--- src/rtl/iiitb_alu_seq.sv ---
// Sequencer that sweeps an external registered ALU through all eight opcodes
// with fixed operands and records which opcodes returned a wrong result.
//
// state    | meaning
// ---------+----------------------------------------------------------
// ST_IDLE  | waiting for start; outputs hold the last sweep's result
// ST_ISSUE | op/A/B presented to the ALU, one cycle
// ST_WAIT  | WAIT_CYC cycles for the ALU result to settle into R
// ST_CHECK | R compared against the expected value for op
// ST_DONE  | one-cycle done pulse, busy still high
module iiitb_alu_seq #(
  parameter int WAIT_CYC = 1
) (
  input  logic       clk,
  input  logic       rst_n,
  input  logic       start,
  input  logic [7:0] a_in,
  input  logic [7:0] b_in,
  input  logic [7:0] R,
  output logic [7:0] A,
  output logic [7:0] B,
  output logic [2:0] op,
  output logic       busy,
  output logic       done,
  output logic [7:0] err_mask,
  output logic [3:0] err_cnt
);

  typedef enum logic [2:0] {
    ST_IDLE,
    ST_ISSUE,
    ST_WAIT,
    ST_CHECK,
    ST_DONE
  } state_t;

  localparam logic [1:0] WAIT_LD = 2'(WAIT_CYC - 1);

  state_t     state;
  logic [1:0] wait_cnt;
  logic [7:0] expected;

  always_comb begin
    expected = 8'h00;
    case (op)
      3'd0: expected = A + B;
      3'd1: expected = A - B;
      3'd2: expected = A & B;
      3'd3: expected = A | B;
      3'd4: expected = A ^ B;
      3'd5: expected = ~A;
      3'd6: expected = {A[6:0], 1'b0};
      3'd7: expected = {1'b0, A[7:1]};
      default: expected = 8'h00;
    endcase
  end

  always_ff @(posedge clk or negedge rst_n) begin
    if (!rst_n) begin
      state    <= ST_IDLE;
      A        <= 8'h00;
      B        <= 8'h00;
      op       <= 3'd0;
      busy     <= 1'b0;
      done     <= 1'b0;
      err_mask <= 8'h00;
      err_cnt  <= 4'd0;
      wait_cnt <= 2'd0;
    end else begin
      case (state)
        ST_IDLE: begin
          if (start) begin
            A        <= a_in;
            B        <= b_in;
            op       <= 3'd0;
            err_mask <= 8'h00;
            err_cnt  <= 4'd0;
            busy     <= 1'b1;
            state    <= ST_ISSUE;
          end
        end
        ST_ISSUE: begin
          wait_cnt <= WAIT_LD;
          state    <= ST_WAIT;
        end
        ST_WAIT: begin
          if (wait_cnt == 2'd0) begin
            state <= ST_CHECK;
          end else begin
            wait_cnt <= wait_cnt - 2'd1;
          end
        end
        ST_CHECK: begin
          if (R != expected) begin
            err_mask[op] <= 1'b1;
            err_cnt      <= err_cnt + 4'd1;
          end
          // op parks at 7 after the last check so it reads 7 until the next start
          if (op == 3'd7) begin
            done  <= 1'b1;
            state <= ST_DONE;
          end else begin
            op    <= op + 3'd1;
            state <= ST_ISSUE;
          end
        end
        ST_DONE: begin
          done  <= 1'b0;
          busy  <= 1'b0;
          state <= ST_IDLE;
        end
        default: state <= ST_IDLE;
      endcase
    end
  end

endmodule
--- config.mk ---
export PLATFORM = sky130hd
export DESIGN_NAME = iiitb_alu_seq
export DESIGN_NICKNAME = d
export VERILOG_FILES = /design/src/rtl/iiitb_alu_seq.sv
export SDC_FILE = /design/constraint.sdc
export NUM_CORES = 1
export LEC_CHECK = 0
export BUFFER_PORTS_ARGS = -buffer_cell sky130_fd_sc_hd__buf_4
export CAP_MARGIN = 20
export CORE_UTILIZATION = 35
export DETAILED_ROUTE_END_ITERATION = 8
export HOLD_SLACK_MARGIN = 0.15
export PLACE_DENSITY = 0.66
export SETUP_SLACK_MARGIN = 0.2
export SYNTH_ARGS = -nofsm -noshare
export SYNTH_HDL_FRONTEND = slang
export SYNTH_SLANG_ARGS = --single-unit
--- constraint.sdc ---
create_clock -name clk -period 6 [get_ports clk]
set_input_delay 0.6 -clock clk [delete_from_list [all_inputs] [get_ports clk]]
set_output_delay 0.6 -clock clk [all_outputs]
set_load 0.02 [all_outputs]
==> summary.txt <==
Outcome
  – Outcome: finished clean

Critical path
  – Reg-to-reg endpoint: err_cnt[2]$_DFFE_PN0P_
  – Reg2reg path depth: 12
  – R2R Path Start: op[1]$_DFFE_PN0P_
  – Critical path fanouts, max: 9
  – Reg-to-reg slack, setup: 1.60 ns
  – CP Capture Point: err_cnt[2]$_DFFE_PN0P_
  – Crit path kind: reg -> reg
  – Worst Path Required: about 6.2 ns
  – CP startpoint: op[1]$_DFFE_PN0P_
  – Nature of the critical path startpoint: flop
  – Worst setup EP type: flop
  – Crit path DAT: ~4.6 ns

Placed design
  – Gpl congestion: between 0.9 and 1
  – Dpl hpwl: around 6400 um
  – Placed Area: roughly 3600 um^2
  – Port bufs: between 50 and 60
  – Setup Slack @ Placement: 1.63 ns

Synthesis
  – Syn_nets: just over 400
  – Netlist Area Pre-Place: ~3100 um^2
  – Synth warnings: 0
  – Top FF cell, synth: dfrtp_1
  – Asr flop ratio synth: 1.00
  – Mapped Cells: 347
  – Seq/Total Area, Yosys: 0.311
  – Syn Area/Cell: around 9 um^2
  – Yosys cell types: 65
  – #FFs+latches synth: 38
  – Number of flops mapped to enable cells by yosys: 0

Layout
  – Multi-input gate area: 1920 um^2
  – Area occupied by registers: roughly 950 um^2
  – Final core occ: 0.441
  – Layout area overhead: 20.2%
  – Fin nets: about 460
  – FILL cells: between 800 and 900
  – Share of post-route cells with drive strength above 1: 0.208
  – Final instance area: around 3700 um^2
  – Antenna cells: 0

Clock network
  – Total CTS buffers: 5
  – Post-CTS Hold Fix Bufs: 0
  – Worst-path clk slew: approximately 0.08 ns
  – CTS tree: built
  – Clk root buf: clkbuf_8
  – Clk sink count: 38
  – Later-pin clock latency in the skew report: roughly 0.30 ns
  – H-tree depth: 2
  – Post-cts sizing count: 0
  – Post-CTS Setup Repair Bufs: 0
  – Clk buf depth: 2

Timing
  – Slew headroom: 0.404
  – Fin worst setup slack: 1.60 ns
  – Setup tns final: 0 ns
  – Period utilisation layout: 0.733
  – Final hold violations: 0
  – Final setup fails: 0
  – Worst-margin pin slew: slightly below 0.9 ns
  – Final Critical Period: about 4.4 ns
  – Fin. max-slew vios: 0
  – RSZ-0062 raised after global routing: false
  – Setup Skew: between 0.006 and 0.007 ns
  – Max frequency: around 230 MHz

Drt
  – WL final: ~8400 um
  – DRT iter0 DRCs: 335
  – Wire per inst: 16.7 um
  – Vias: about 2.9k
  – DRT antenna net count: 0
  – DRC viols: 0
  – Vias per std cell: 5.70
  – Pre-antenna DRT Iters: 5

Global route
  – Vias in the first global route: approximately 2.6k
  – Initial antenna violation count: 0
  – First-pass GRT wire length: around 13000 um
  – Largest net degree at the start of global routing: 39
  – Overall Global Routing Usage: 0.192
  – GRT overflow: 0

Power
  – Leakage power: between 0.0015 and 0.002 uW
  – Highest ir drop seen on vdd: 0.000237 V
  – Pwr Density: approximately 700 nW/um^2

Hold path
  – HP Class: in -> async

Die
  – Cell Rows: 33
  – Die width: approximately 96 um
  – Placeable Area: about 8300 um^2
  – Die area: roughly 9100 um^2
  – Initial Util: 0.367
  – I/O pins: 60
  – Die Y: about 96 um

Job
  – Max-Cap Viols: 0
[cells by family (layout without fill, tap and decap cells)]
| group | after synthesis | in the layout | synth area share |
|---|---|---|---|
| AND/OR/NAND/NOR | 113 | 113 | 0.205 |
| AO/OA/AOI/OAI | 97 | 97 | 0.221 |
| buffers and inverters | 46 | 98 | 0.0650 |
| flip-flops | 38 | 38 | 0.311 |
| adder cells (fa/ha/maj) | 33 | 33 | 0.137 |
| XOR/XNOR | 12 | 12 | 0.0343 |
| multiplexers | 8 | 8 | 0.0270 |
[sequential cells by signal, indices dropped and copies added (netlist names)]
name and cells:
A 8, done 1, B 8, wait_cnt 2, busy 1, op 3, state 3, err_cnt 4
err_mask 8
[worst min-delay path by stage]
stage	start	endpoint	slack, ns
floorplan	rst_n	A[0]$_DFFE_PN0P_	0.30
global placement	wait_cnt[1]$_DFFE_PN0P_	wait_cnt[1]$_DFFE_PN0P_	0.49
detailed placement	err_mask[7]$_DFFE_PN0P_	err_mask[7]$_DFFE_PN0P_	0.50
CTS	rst_n	done$_DFFE_PN0P_	0.27
global route	rst_n	done$_DFFE_PN0P_	0.29
finish	rst_n	done$_DFFE_PN0P_	0.26
[stage by stage]
step,hold slack [ns],cells,total power [uW]
5_1_grt,0.294,504,2790
4_1_cts,0.274,504,2550
3_3_place_gp,0.492,497,2290
6_report,0.256,504,2570
3_5_place_dp,0.495,497,2320
2_1_floorplan,0.304,347,1800
[metal layers]
metal / global-route usage / vias up / part of all wire
li1: - / 1379 / -
met1: 0.283 / 1375 / 0.47
met2: 0.290 / 102 / 0.45
met3: 0.0271 / 16 / 0.062
met4: 0.0547 / 0 / 0.020
met5: 0 / - / 0
[synth_stat cells, types with 5 or more instances]
master,instances,area share
a21oi_1,14,0.023
a22o_1,7,0.020
a31oi_1,5,0.010
and3_1,5,0.010
clkbuf_1,8,0.0098
dfrtp_1,38,0.31
ha_1,32,0.13
inv_1,30,0.037
mux2i_1,6,0.020
nand2_1,37,0.045
nand2b_1,5,0.010
nand3_1,10,0.016
nor2_1,11,0.013
nor4_1,11,0.022
o21ai_0,30,0.049
o31ai_1,6,0.015
xnor2_1,9,0.026
[cells in the final DEF, fill, tap and decap left out, drive strengths merged, types with 7 or more instances in the layout]
cell    n
a22o    7
inv    31
o21ai  31
nand2  38
ha     32
dfrtp  38
nor4   11
buf    60
nand3  10
xnor2   9
a21oi  15
nor2   12
[area by class of cell]
cell class | instances | area share
clock inverters | 1 | 0.00816
multi-input cells | 263 | 0.521
repair buffers | 60 | 0.122
flip-flops and latches | 38 | 0.259
well taps | 105 | 0.0357
clock buffers | 6 | 0.0224
inverters | 31 | 0.0316
[where the power goes]
| group | internal (uW) | switching [uW] |
|---|---|---|
| clock | 133 | 95.4 |
| sequential | 361 | 184 |
| combinational | 768 | 1030 |
[worst max-delay path: stages, from the launching register on]
cell,delay [ns]
dfrtp_1,0.47
inv_1,0.19
ha_1,0.35
nor2b_4,0.31
mux2i_1,0.39
ha_1,0.31
and3b_1,0.19
or3_1,0.36
and4b_1,0.21
nor4_1,0.40
o2111ai_1,0.24
or3_1,0.49
a221o_1,0.36
Note: power is estimated with default switching activity, not from simulation.
